## config.mk

```make
export PLATFORM = sky130hd
export DESIGN_NAME = biquad_coef_bank_flat
export DESIGN_NICKNAME = d
export VERILOG_FILES = /design/src/rtl/biquad_coef_bank_if.sv /design/src/rtl/biquad_coef_bank.sv /design/src/flat_wrapper.sv
export SDC_FILE = /design/constraint.sdc
export NUM_CORES = 1
export LEC_CHECK = 0
export BUFFER_PORTS_ARGS = -buffer_cell sky130_fd_sc_hd__buf_4
export CORE_ASPECT_RATIO = 1.2
export CORE_MARGIN = 2
export CORE_UTILIZATION = 57
export DETAILED_ROUTE_END_ITERATION = 12
export MAX_ROUTING_LAYER = met4
export PLACE_DENSITY = 0.88
export RECOVER_POWER = 50
export SLEW_MARGIN = 20
export SYNTH_ARGS = -nofsm -noshare
export SYNTH_HDL_FRONTEND = slang
export SYNTH_SLANG_ARGS = --single-unit
```

## constraint.sdc

```tcl
create_clock -name clk -period 2.29 [get_ports clk]
set_clock_uncertainty 0.15 [all_clocks]
set_input_delay 0.1145 -clock clk [delete_from_list [all_inputs] [get_ports clk]]
set_output_delay 0.1145 -clock clk [all_outputs]
set_load 0.02 [all_outputs]
```

## src/rtl/biquad_coef_bank_if.sv

```systemverilog
// Host-side register bus for biquad_coef_bank.
//   wr_en/wr_addr/wr_data : shadow write strobe, address, data
//   rd_addr/rd_data       : readback address, registered readback data
//   commit                : request shadow->active swap (one-cycle pulse)
//   pending               : commit requested, swap not yet done
//   commit_done           : one-cycle pulse on the cycle after a swap
//   clamp_err             : sticky most-negative-code clamp flag
interface biquad_coef_bank_if #(
  parameter int COEFWIDTH = 16
);
  logic                 wr_en;
  logic [2:0]           wr_addr;
  logic [COEFWIDTH-1:0] wr_data;
  logic [2:0]           rd_addr;
  logic [COEFWIDTH-1:0] rd_data;
  logic                 commit;
  logic                 pending;
  logic                 commit_done;
  logic                 clamp_err;

  modport master (
    output wr_en, wr_addr, wr_data, rd_addr, commit,
    input  rd_data, pending, commit_done, clamp_err
  );

  modport slave (
    input  wr_en, wr_addr, wr_data, rd_addr, commit,
    output rd_data, pending, commit_done, clamp_err
  );
endinterface

```

## src/rtl/biquad_coef_bank.sv

```systemverilog
// Double-buffered coefficient bank feeding a biquad section.
// The host writes a shadow set and requests a commit; the active set is
// swapped in one edge on the next filter valid strobe (or after
// IDLE_TIMEOUT clocks without valid), so a sample never sees a mix of
// old and new coefficients. The most-negative code is clamped on write.
// Ports:
//   clk, nreset         : clock, asynchronous active-low reset
//   bus                 : host register bus (slave side)
//   valid               : filter sample strobe
//   a11,a12,b10,b11,b12 : active coefficients to the filter
module biquad_coef_bank #(
  parameter int COEFWIDTH    = 16,
  parameter int IDLE_TIMEOUT = 255
) (
  input  logic                 clk,
  input  logic                 nreset,
  biquad_coef_bank_if.slave    bus,
  input  logic                 valid,
  output logic [COEFWIDTH-1:0] a11,
  output logic [COEFWIDTH-1:0] a12,
  output logic [COEFWIDTH-1:0] b10,
  output logic [COEFWIDTH-1:0] b11,
  output logic [COEFWIDTH-1:0] b12
);

  localparam int CW = $clog2(IDLE_TIMEOUT + 1);
  localparam logic [COEFWIDTH-1:0] MOST_NEG = {1'b1, {(COEFWIDTH-1){1'b0}}};
  localparam logic [COEFWIDTH-1:0] CLAMPED  = {1'b1, {(COEFWIDTH-2){1'b0}}, 1'b1};

  typedef enum logic {S_IDLE, S_PEND} state_t;

  state_t               r_state;
  logic [CW-1:0]        r_idle_cnt;
  logic                 r_pending;
  logic                 r_commit_done;
  logic                 r_clamp_err;
  logic [COEFWIDTH-1:0] r_rd_data;
  // index order matches the address map: b10, b11, b12, a11, a12
  logic [COEFWIDTH-1:0] r_shadow [5];
  logic [COEFWIDTH-1:0] r_active [5];

  logic                 w_swap;
  logic                 w_wr_coef;
  logic                 w_is_most_neg;
  logic [COEFWIDTH-1:0] w_wdata;

  assign w_swap        = (r_state == S_PEND) &&
                         (valid || (r_idle_cnt == CW'(IDLE_TIMEOUT - 1)));
  assign w_wr_coef     = bus.wr_en && (bus.wr_addr < 3'd5);
  assign w_is_most_neg = (bus.wr_data == MOST_NEG);
  assign w_wdata       = w_is_most_neg ? CLAMPED : bus.wr_data;

  // Commit FSM: pending/commit_done are registered outputs of this block.
  always_ff @(posedge clk or negedge nreset) begin
    if (!nreset) begin
      r_state       <= S_IDLE;
      r_idle_cnt    <= '0;
      r_pending     <= 1'b0;
      r_commit_done <= 1'b0;
    end else begin
      r_commit_done <= w_swap;
      case (r_state)
        S_IDLE: begin
          if (bus.commit) begin
            r_state    <= S_PEND;
            r_pending  <= 1'b1;
            r_idle_cnt <= '0;
          end
        end
        S_PEND: begin
          // commit is ignored here; the idle count keeps running
          if (w_swap) begin
            r_state   <= S_IDLE;
            r_pending <= 1'b0;
          end else begin
            r_idle_cnt <= r_idle_cnt + CW'(1);
          end
        end
        default: r_state <= S_IDLE;
      endcase
    end
  end

  // Shadow/active registers. The swap reads r_shadow before any write on
  // the same edge lands, so a coincident write stays in shadow only.
  always_ff @(posedge clk or negedge nreset) begin
    if (!nreset) begin
      for (int unsigned i = 0; i < 5; i++) begin
        r_shadow[i] <= '0;
        r_active[i] <= '0;
      end
    end else begin
      for (int unsigned i = 0; i < 5; i++) begin
        if (w_wr_coef && (bus.wr_addr == 3'(i)))
          r_shadow[i] <= w_wdata;
      end
      if (w_swap)
        r_active <= r_shadow;
    end
  end

  always_ff @(posedge clk or negedge nreset) begin
    if (!nreset) begin
      r_clamp_err <= 1'b0;
    end else if (w_wr_coef && w_is_most_neg) begin
      r_clamp_err <= 1'b1;
    end else if (bus.wr_en && (bus.wr_addr == 3'd5) && bus.wr_data[1]) begin
      r_clamp_err <= 1'b0;
    end
  end

  always_ff @(posedge clk or negedge nreset) begin
    if (!nreset) begin
      r_rd_data <= '0;
    end else begin
      case (bus.rd_addr)
        3'd0:    r_rd_data <= r_active[0];
        3'd1:    r_rd_data <= r_active[1];
        3'd2:    r_rd_data <= r_active[2];
        3'd3:    r_rd_data <= r_active[3];
        3'd4:    r_rd_data <= r_active[4];
        3'd5:    r_rd_data <= {{(COEFWIDTH-2){1'b0}}, r_clamp_err, r_pending};
        default: r_rd_data <= '0;
      endcase
    end
  end

  assign b10 = r_active[0];
  assign b11 = r_active[1];
  assign b12 = r_active[2];
  assign a11 = r_active[3];
  assign a12 = r_active[4];

  assign bus.rd_data     = r_rd_data;
  assign bus.pending     = r_pending;
  assign bus.commit_done = r_commit_done;
  assign bus.clamp_err   = r_clamp_err;

endmodule

```

## src/flat_wrapper.sv

```systemverilog
// flat-port wrapper written by rule: the top's interface ports become plain ports
module biquad_coef_bank_flat 
#(
  parameter int COEFWIDTH    = 16,
  parameter int IDLE_TIMEOUT = 255
)
  (clk, nreset, valid, a11, a12, b10, b11, b12, bus_wr_en, bus_wr_addr, bus_wr_data, bus_rd_addr, bus_commit, bus_rd_data, bus_pending, bus_commit_done, bus_clamp_err);
  biquad_coef_bank_if #(.COEFWIDTH(COEFWIDTH)) bus_i ();
  input  logic clk;
  input  logic nreset;
  input  logic valid;
  output logic [COEFWIDTH-1:0] a11;
  output logic [COEFWIDTH-1:0] a12;
  output logic [COEFWIDTH-1:0] b10;
  output logic [COEFWIDTH-1:0] b11;
  output logic [COEFWIDTH-1:0] b12;
  input wire logic [$bits(bus_i.wr_en)-1:0] bus_wr_en;
  input wire logic [$bits(bus_i.wr_addr)-1:0] bus_wr_addr;
  input wire logic [$bits(bus_i.wr_data)-1:0] bus_wr_data;
  input wire logic [$bits(bus_i.rd_addr)-1:0] bus_rd_addr;
  input wire logic [$bits(bus_i.commit)-1:0] bus_commit;
  output wire logic [$bits(bus_i.rd_data)-1:0] bus_rd_data;
  output wire logic [$bits(bus_i.pending)-1:0] bus_pending;
  output wire logic [$bits(bus_i.commit_done)-1:0] bus_commit_done;
  output wire logic [$bits(bus_i.clamp_err)-1:0] bus_clamp_err;
  assign bus_i.wr_en = bus_wr_en;
  assign bus_i.wr_addr = bus_wr_addr;
  assign bus_i.wr_data = bus_wr_data;
  assign bus_i.rd_addr = bus_rd_addr;
  assign bus_i.commit = bus_commit;
  assign bus_rd_data = bus_i.rd_data;
  assign bus_pending = bus_i.pending;
  assign bus_commit_done = bus_i.commit_done;
  assign bus_clamp_err = bus_i.clamp_err;
  biquad_coef_bank #(.COEFWIDTH(COEFWIDTH), .IDLE_TIMEOUT(IDLE_TIMEOUT)) u_core (.clk(clk), .nreset(nreset), .bus(bus_i), .valid(valid), .a11(a11), .a12(a12), .b10(b10), .b11(b11), .b12(b12));
endmodule
```

; Word-level counts from Yosys, hierarchy flattened
; Cells that the tools add are included.
[totals]
wordCells = 63
ff_bits = 188
output_inout_bits = 99
input_bits = 27
[classes]
n_reduce_logical = 16
add_sub_neg = 1
n_eq_ne = 15
muxes = 13
magnitude_cmp = 1
bitwise = 1
[op_table]
columns = operator, n
row1 = 16-bit one-hot mux with 6 select lines, 1
row2 = "16-bit == test, second input constant", 1
row3 = 16-bit two-way mux, 1
row4 = 8-bit two-way mux, 2
row5 = 8-bit one-hot mux with 2 select lines, 1
row6 = "3-bit by 2-bit == test with 1-bit output, second input constant", 4
row7 = "3-bit == test, second input constant", 4
row8 = 1-bit logical AND, 10
row9 = "8-bit by 1-bit adder with 8-bit output, second input constant", 1
row10 = "8-bit == test, second input constant", 1
row11 = "3-bit by 1-bit == test with 1-bit output, second input constant", 2
row12 = 3-bit zero test, 2
row13 = 1-bit two-way mux, 6
row14 = "2-bit inequality test, second input constant", 3
row15 = 1-bit one-hot mux with 2 select lines, 2
row16 = 2-bit AND reduction, 2
row17 = "3-bit < comparator, second input constant", 1
row18 = 2-bit nonzero test, 1
row19 = 1-bit logical OR, 1
row20 = 1-bit inverter, 1

; Logic depth before layout (Yosys ltp)
; Gate-level depths: netlist of run 1.
[depth]
ltp_word = 5
depth_mapped = 7
depth_no_buf = 6

; Least setup slack after synthesis of run 1
; OpenSTA, ideal clock, no wires.
[synth_timing]
path_type = register to register
startpoint = register u_core.r_idle_cnt[0]
endpoint = register u_core.r_active (netlist bit u_core.a11[0])
arrival_time_ns = 1.639
stages_incl_launch_ff = 8
path_buffers = 1
setup_slack_ns = 0.376
path_cell_list = dfrtp_1 inv_1 ha_1 nand3_1 nor2_2 o21ai_4 buf_6 mux2_4
[synth_between]
elab_chain_len = 3
[synth_lines]
columns = element, line
row1 = "start, declared", biquad_coef_bank.sv:33  ; logic [CW-1:0] r_idle_cnt;
row2 = "start signal, assigned", biquad_coef_bank.sv:76  ; r_idle_cnt <= r_idle_cnt + CW'(1);
row3 = 8-bit == test, biquad_coef_bank.sv:48  ; (valid || (r_idle_cnt == CW'(IDLE_TIMEOUT - 1)));
row4 = 1-bit logical OR, biquad_coef_bank.sv:48
row5 = 1-bit logical AND, biquad_coef_bank.sv:47  ; assign w_swap = (r_state == S_PEND) &&
row6 = "end signal, assigned", biquad_coef_bank.sv:98  ; r_active <= r_shadow;
row7 = "end, declared", biquad_coef_bank.sv:40  ; logic [COEFWIDTH-1:0] r_active [5];
; Every way passes these cells.
; A chain may end at the register's enable or synchronous reset.

; Worst setup path in the final report of run 1
[layout_timing]
startpoint = register u_core.r_idle_cnt[0]
endpoint = register u_core.r_active (netlist bit u_core.a12[15])
; The elaborated chain is that of the path after synthesis.

==> results_dict.tcl, run 1 <==
set metrics [dict create \
    outcome "finished, final reports clean" \
    die_y_um 134 \
    clkLatencyLatePin_ps 430 \
    mostFrequentLayoutCells "188 x dfrtp_1, 81 x mux2_2, 80 x buf_4" \
    holdWs_ps 22.2 \
    die-area_um2 15100 \
    wl_per_cell_um 22.6 \
    p_sw_share_pct 32.9 \
    p_seq_share_pct 43.1 \
    p_per_area_nw_per_um2 1220 \
    cp-endpoint "u_core.a12[15]" \
    p_int_uw 8090 \
    cts_max_level 4 \
    grt_pass1_vias 5659 \
    wl_mm 19.7 \
    crit_path_end_kind "flip-flop" \
    required_ps 2450 \
    area_growth_pct 23.1 \
    r2r_setup_slack_ps 200 \
    post_cts_buffers 0 \
    cp-start-kind "flip-flop" \
    tns_ps 0 \
    route.detailed.drc 0 \
    gp_congestion 0.870 \
    layout-drive-gt1-share_pct 41.4 \
    initial_core_util_pct 58.2 \
    fillers 873 \
    avgSynthCellArea_um2 15.1 \
    synth.distinct_cells 42 \
    r2r-start "u_core.r_idle_cnt[0]" \
    num-nets-final 718 \
    ys_ff_latch 188 \
    pwr-share-clk_pct 25.8 \
    crit_chain "inv_1 > ha_1 > nand3_1 > nor2_2 > o21ai_4 > buf_12 > mux2_2" \
    cts_max_path_buffers 2 \
    coreArea_um2 13800 \
    clkSinkCount 188 \
    finalMaxSlewViolations 0 \
    fmax_mhz 479 \
    post-route-period-util_pct 91.2 \
    rr_worst_depth 7 \
    grt_pass1_wl_mm 30.8 \
    antenna_left 0 \
    via_per_inst 6.00 \
    yosys_warnings 0 \
    first_pass_iters 6 \
    rows 47 \
    dp_hpwl_mm 12.3 \
    max_cap_viol_count 0 \
    layout_commonest_cell "dfrtp_1" \
    tightest_slew_ps 1100 \
    criticalPathCategory "reg2reg" \
    via_count 5233 \
    synth_edf_count 0 \
    rsz0062_at_grt "false" \
    r2r_end "u_core.a12[15]" \
    finalCriticalPeriod_ps 2090 \
    cts_root_buffer "clkbuf_16" \
    path_delay_family "flip-flops" \
    p_leak_uw 0.00467 \
    hold_viol 0 \
    relSlewSlack_pct 26.7 \
    setup_viol 0 \
    synthCells 533 \
    grt_max_degree 66 \
    antenna_found_initial 0 \
    ys.flop_type "dfrtp_1" \
    placed_area_um2 9210 \
    port_buffers 125 \
    worstSetupPathDepth 7 \
    numCtsBuffers 17 \
    yosysSeqAreaShare_pct 58.5 \
    synth_nets 562 \
    fin_area_um2 9900 \
    critPathMaxStageDelay_ps 450 \
    worstSetupStartpoint "u_core.r_idle_cnt[0]" \
    crit_fanout 30 \
    cts_tree "done" \
    hp-class "in2reg" \
    power_frac_comb_pct 31.1 \
    drt_iter0_markers 313 \
    arrival_ps 2250 \
    cp_num_buf_inv 2 \
    slowest_stage "dfrtp_1" \
    netlist_area_um2 8040 \
    grt.total_usage_pct 27.9 \
    ios 126 \
    vdd_drop_max_v 0.000753 \
    die_x_um 112 \
    grt_overflow 0 \
    p_sw_uw 3960 \
    clk_pin_slew_ps 60 \
    antenna_cells 0 \
    async_flop_share_pct 100 \
]
-- synth_stat cells, types with 2 or more instances --
library cell  count  area share [%]
nand2b_1          2            0.16
ha_1              2            0.31
inv_1             4            0.19
o22ai_1          13             1.0
nand3b_1          2            0.19
a32oi_1           2            0.22
buf_6             9             1.3
nand3_1          14            0.87
o21ai_0           9            0.56
nor3_4            2            0.40
clkbuf_1          5            0.23
buf_1             2           0.093
a21oi_1          18             1.1
or3_1             3            0.23
mux2i_1          21             2.6
nor2_1           22             1.0
buf_2             8            0.50
nor3b_4           2            0.47
a22oi_1           7            0.65
mux2_4           78              15
nand2_1          11            0.51
nor2b_1           7            0.54
buf_4             2            0.19
dfrtp_1         188              59
mux2_2           81              11
nor4_1            3            0.23
-- worst register-to-register path, cell delays in order, from the launching register on --
cell and delay [ps]:
dfrtp_1 450, inv_1 70, ha_1 190, nand3_1 140, nor2_2 60, o21ai_4 230
buf_12 290, mux2_2 390
-- area by class of cell --
| type | count | area [um^2] | area share, % |
|---|---|---|---|
| flip-flops and latches | 188 | 4700 | 47.5 |
| multi-input cells | 315 | 3150 | 31.9 |
| repair buffers | 163 | 1190 | 12.0 |
| clock buffers | 20 | 457 | 4.61 |
| well taps | 171 | 214 | 2.16 |
| clock inverters | 11 | 165 | 1.67 |
| inverters | 4 | 15.0 | 0.152 |
-- power by group through the flow --
stage	clock [uW]	combinational (uW)	sequential, uW
after global routing	3290	3950	5290
after detailed placement	0	3960	5200
after floorplan	0	1610	5800
final	3110	3750	5200
after global placement	0	3830	5130
after CTS	3140	4020	5160
-- state kept, by name, summed over array words and instances, names as in the netlist --
signal                  count
u_core.r_shadow            80
u_core.a11                 16
u_core.a12                 16
u_core.b10                 16
u_core.b11                 16
u_core.b12                 16
u_core.bus.rd_data         16
u_core.r_idle_cnt           8
u_core.bus.clamp_err        1
u_core.bus.commit_done      1
u_core.bus.pending          1
u_core.r_state              1
-- routing by layer --
| layer | share of wire, % | global-route usage [%] |
|---|---|---|
| met1 | 39 | 32.7 |
| met2 | 51 | 45.3 |
| met3 | 5.5 | 5.87 |
| met4 | 4.2 | 15.4 |
| met5 | 0 | - |
-- worst min-delay path by stage --
stage	slack, ps	cells past startpoint	end	startpoint
floorplan	-330	0	u_core.a11[0]	nreset
global placement	-100	1	u_core.r_shadow[3]	nreset
detailed placement	-100	1	u_core.r_shadow[51]	nreset
CTS	2	2	u_core.bus.rd_data[13]	bus_rd_addr[1]
global route	20	2	u_core.bus.rd_data[13]	bus_rd_addr[1]
finish	20	2	u_core.bus.rd_data[13]	bus_rd_addr[1]
-- logic make-up (layout without fill, tap and decap cells) --
| family | count (synthesis) | in the layout | share of synthesized area [%] |
|---|---|---|---|
| flops | 188 | 188 | 58.5 |
| mux | 181 | 181 | 28.8 |
| simple gates | 75 | 75 | 5.45 |
| compound gates | 56 | 56 | 4.37 |
| buf+inv | 30 | 198 | 2.46 |
| fa+ha+maj | 2 | 2 | 0.311 |
| xor+xnor | 1 | 1 | 0.109 |
-- repair_timing --
| item | in CTS | in global routing |
|---|---|---|
| endpoints found under the hold margin | 276 | 0 |
| hold buffers | 25 | 0 |
| endpoints found under the setup margin | 0 | 1 |
| gates resized for setup | 0 | 4 |
-- stage by stage --
stage / utilization (%) / setup WS, ps / power [uW] / cells
after floorplan: - / 376 / 7410 / 533
after global placement: 66.6 / 273 / 8970 / 817
after detailed placement: 66.6 / 230 / 9150 / 817
after CTS: 72.9 / 32.7 / 12300 / 873
after global routing: 71.6 / 116 / 12500 / 872
final: 71.6 / 202 / 12100 / 872
Note: power is estimated with default switching activity, not from simulation.
==> run 2: changes to the inputs <==
RECOVER_POWER = not set   (was 50)
==> results_dict.tcl, run 2 (synthesis results as in run 1) <==
set metrics [dict create \
    area_growth_pct 25.5 \
    criticalPathCategory "reg2reg" \
    relSlewSlack_pct 54.4 \
    grt_pass1_wl_mm 30.8 \
    layout_commonest_cell "dfrtp_1" \
    dp_hpwl_mm 12.3 \
    tightest_slew_ps 675 \
    numCtsBuffers 17 \
    outcome "finished, final reports clean" \
    clkLatencyLatePin_ps 430 \
    seq_area_um2 4700 \
    grt_pass1_vias 5659 \
    wl_per_cell_um 22.6 \
    r2r_setup_slack_ps 180 \
    slowest_stage "dfrtp_1" \
    coreArea_um2 13800 \
    p_leak_uw 0.00486 \
    fillers 805 \
    p_per_area_nw_per_um2 1220 \
    antenna_found_initial 0 \
    pwr-share-clk_pct 25.2 \
    layout-drive-gt1-share_pct 48.4 \
    tns_ps 0 \
    antenna_cells 0 \
    clkSinkCount 188 \
    finalMaxSlewViolations 0 \
    crit_fanout 30 \
    fmax_mhz 475 \
    p_int_uw 8360 \
    grt_max_degree 66 \
    finalCriticalPeriod_ps 2110 \
    hold_viol 0 \
    via_per_inst 6.00 \
    p_seq_share_pct 42.2 \
    die-area_um2 15100 \
    setup_viol 0 \
    power_frac_comb_pct 32.5 \
    holdWs_ps 12.8 \
    arrival_ps 2260 \
    largest_register_ffs 80 \
    regMostFlops "u_core.r_shadow" \
    post_cts_buffers 0 \
    initial_core_util_pct 58.2 \
    drt_iter0_markers 296 \
    ios 126 \
    cts_max_level 4 \
    cp-start-kind "flip-flop" \
    num-nets-final 718 \
    die_x_um 112 \
    die_y_um 134 \
    grt_overflow 0 \
    path_delay_family "flip-flops" \
    rr_worst_depth 7 \
    hp-class "in2async" \
    first_pass_iters 5 \
    p_sw_uw 3960 \
    port_buffers 125 \
    antenna_left 0 \
    max_cap_viol_count 0 \
    gp_congestion 0.870 \
    wl_mm 19.7 \
    post-route-period-util_pct 91.9 \
    rsz0062_at_grt "false" \
    r2r-start "u_core.r_idle_cnt[0]" \
    cts_max_path_buffers 2 \
    route.detailed.drc 0 \
    rows 47 \
    crit_chain "inv_1 > ha_1 > nand3_1 > nor2_2 > o21ai_4 > buf_12 > mux2_2" \
    crit_path_end_kind "flip-flop" \
    clk_pin_slew_ps 70 \
    grt.total_usage_pct 27.9 \
    via_count 5231 \
    cts_root_buffer "clkbuf_16" \
    critPathMaxStageDelay_ps 460 \
    p_sw_share_pct 32.1 \
    vdd_drop_max_v 0.000856 \
    multi_input_area_um2 3150 \
    cp_num_buf_inv 2 \
    mostFrequentLayoutCells "188 x dfrtp_1, 130 x buf_4, 81 x mux2_2" \
    cts_tree "done" \
    required_ps 2450 \
    r2r_end "u_core.a12[15]" \
]
[run 2: cell types whose count changed in the layout (fill, tap and decap cells not counted)]
cell,delta
buf_4,+50
buf_6,+1
clkbuf_1,-49
clkbuf_2,-2
[run 2: area by class of cell]
cell class	instances	area share, %
Sequential cell	188	46.6
Multi-Input combinational cell	315	31.3
Timing Repair Buffer	163	13.7
Clock buffer	20	4.53
Tap cell	171	2.12
Clock inverter	11	1.64
Inverter	4	0.149
[run 2: how the worst max path moves through the flow]
| stage | end | startpoint | cells past startpoint | slack, ps |
|---|---|---|---|---|
| after detailed placement | u_core.a12[15] | u_core.r_idle_cnt[0] | 7 | 230 |
| after global routing | u_core.a12[15] | u_core.r_idle_cnt[0] | 7 | 120 |
| after floorplan | u_core.a11[0] | u_core.r_idle_cnt[0] | 7 | 380 |
| after CTS | u_core.bus.clamp_err | bus_wr_data[0] | 8 | 30 |
| final | u_core.a12[15] | u_core.r_idle_cnt[0] | 7 | 180 |
| after global placement | u_core.b12[1] | u_core.r_idle_cnt[0] | 7 | 270 |
[run 2: power groups by stage]
| stage | Combinational (uW) | Sequential [uW] | Clock (uW) |
|---|---|---|---|
| 2_1_floorplan | 1610 | 5800 | 0 |
| 3_3_place_gp | 3830 | 5130 | 0 |
| 3_5_place_dp | 3960 | 5200 | 0 |
| 4_1_cts | 4020 | 5160 | 3140 |
| 5_1_grt | 4210 | 5290 | 3290 |
| 6_report | 4010 | 5200 | 3110 |
[run 2: repair_timing]
item                       CTS  global route
resized for setup            0             4
hold endpoints to repair   276             0
hold buffers                25             0
setup endpoints to repair    0             1
[run 2: metal layers]
| layer | vias up | global-route usage [%] | wire length [um] |
|---|---|---|---|
| met4 | 0 | 15.4 | 855 |
| met3 | 70 | 5.87 | 1020 |
| met2 | 227 | 45.3 | 10100 |
| met5 | - | - | 0 |
| met1 | 2703 | 32.7 | 7730 |
| li1 | 2231 | - | - |
[run 2: metrics by stage]
step / power (uW) / util (%) / cells / area (um^2) / worst slack (ps)
3_5_place_dp: 9150 / 66.6 / 817 / 9210 / 230
2_1_floorplan: 7410 / - / 533 / 8040 / 376
4_1_cts: 12300 / 72.9 / 873 / 10100 / 32.7
5_1_grt: 12800 / 73.0 / 872 / 10100 / 116
3_3_place_gp: 8970 / 66.6 / 817 / 9210 / 273
6_report: 12300 / 73.0 / 872 / 10100 / 185
==> run 3: changes to the inputs <==
CORE_UTILIZATION = 51   (was 57)
PLACE_DENSITY = 0.84   (was 0.88)
SKIP_CTS_REPAIR_TIMING = 1   (was not set)
clock period = 1.9 ns   (was 2.29 ns; I/O delays follow)
==> results_dict.tcl, run 3 (synthesis results as in run 1) <==
set metrics [dict create \
    outcome "finished, violations left" \
    violations "negative hold slack, negative setup slack" \
    clkLatencyLatePin_ps 440 \
    numCtsBuffers 17 \
    grt_use_met2_pct 40.4 \
    tightest_slew_ps 1150 \
    met3_usage_pct 4.46 \
    via_per_inst 5.74 \
    die-area_um2 16800 \
    tns_ps -1550 \
    largest_register_ffs 80 \
    required_ps 2070 \
    antenna_left 0 \
    setup_viol 41 \
    clkSinkCount 188 \
    cts_root_buffer "clkbuf_16" \
    p_leak_uw 0.00504 \
    holdWs_ps -16.2 \
    route.detailed.drc 0 \
    fillers 1039 \
    crit_path_end_kind "flip-flop" \
    coreArea_um2 15500 \
    drt_iter0_markers 419 \
    via_count 5405 \
    vdd_drop_max_v 0.000930 \
    layout.cells.non_filler 941 \
    antenna_cells 0 \
    layout_commonest_cell "dfrtp_1" \
    die_x_um 119 \
    layout-drive-gt1-share_pct 50.5 \
    worstSetupStartpoint "u_core.r_idle_cnt[1]" \
    arrival_ps 2140 \
    cts_max_path_buffers 2 \
    cts_max_level 4 \
    grt_overflow 0 \
    criticalPathCategory "reg2reg" \
    num-nets-final 749 \
    hold_start "bus_wr_addr[1]" \
    grt_pass1_wl_mm 31.2 \
    grt_max_degree 61 \
    rsz0062_at_grt "true" \
    gp_congestion 0.840 \
    busiest_layer "met2" \
    grt_pass1_vias 5565 \
    antenna_found_initial 0 \
    fmax_mhz 508 \
    crit_fanout 7 \
    first_pass_iters 5 \
    finalCriticalPeriod_ps 1970 \
    ios 126 \
    cts_tree "done" \
    post-route-period-util_pct 104 \
    max_cap_viol_count 0 \
    grt.total_usage_pct 25.2 \
    fin_total_pwr_uw 14900 \
    regMostFlops "u_core.r_shadow" \
    cp-start-kind "flip-flop" \
    placedCellCount 874 \
    mostFrequentLayoutCells "188 x dfrtp_1, 147 x buf_4, 81 x mux2_2" \
    initial_core_util_pct 51.8 \
    hold_viol 29 \
    wl_per_cell_um 22.3 \
    r2r-start "u_core.r_idle_cnt[1]" \
    setup_slack_ps -67.2 \
    wl_mm 21.0 \
    rows 50 \
    hp-class "in2reg" \
    relSlewSlack_pct 23.0 \
    area_growth_pct 30.4 \
    finalMaxSlewViolations 0 \
    clk_pin_slew_ps 70 \
    port_buffers 125 \
    met1_usage_pct 31.9 \
    p_per_area_nw_per_um2 1420 \
    dp_hpwl_mm 13.5 \
    die_y_um 142 \
]
run 3: changes by cell type in the layout (fill, tap and decap cells not counted), moves of 2 or more:
cell / delta
buf_4: +17
buf_6: +7
clkbuf_16: +4
clkbuf_1: +3
clkbuf_8: +3
bufinv_16: -2
run 3: critical path, cell delays in order, from the launching register on:
cell and delay (ps):
dfrtp_1 410, ha_4 180, nand3_4 90, nor2_4 50, o21ai_4 290, buf_12 210
clkbuf_16 180, mux2_4 300
run 3: stage by stage:
stage | utilization [%] | hold WS [ps] | area [um^2] | setup slack, ps
after floorplan | - | -351 | 8050 | 14.2
final | 67.6 | -16.2 | 10500 | -67.2
after global placement | 60.8 | -145 | 9440 | 24.6
after global routing | 67.6 | 9.76 | 10500 | -114
after detailed placement | 60.8 | -142 | 9440 | -33.1
after CTS | 64.6 | -602 | 10000 | -77.9
run 3: worst paths after layout:
check,end,slack [ps],cells past startpoint
min,u_core.bus.clamp_err,-20,4
max,u_core.a11[4],-70,7
max in group asynchronous,u_core.r_shadow[71],950,3
min reg2reg,u_core.r_shadow[16],360,2
max reg2reg,u_core.a11[4],-70,7
min in group asynchronous,u_core.bus.rd_data[7],-10,2
run 3: cell type report:
class / count / area (um^2) / area share (%)
multi-input cells: 315 / 3170 / 30.2
well taps: 208 / 260 / 2.48
clock inverters: 6 / 82.6 / 0.787
repair buffers: 194 / 1750 / 16.7
inverters: 4 / 15.0 / 0.143
clock buffers: 26 / 509 / 4.86
flip-flops and latches: 188 / 4700 / 44.9
run 3: power breakdown:
part           internal [uW]  switching, uW
Sequential              5220           1090
Combinational           2730           2320
Clock                   2110           1460
Total                  10100           4880
run 3: per-layer routing:
layer  vias to the layer above  routed length (um)
met4                         0                 636
met3                        54                 948
met5                         -                   0
li1                       2291                   -
met1                      2844                8630
met2                       216               10800
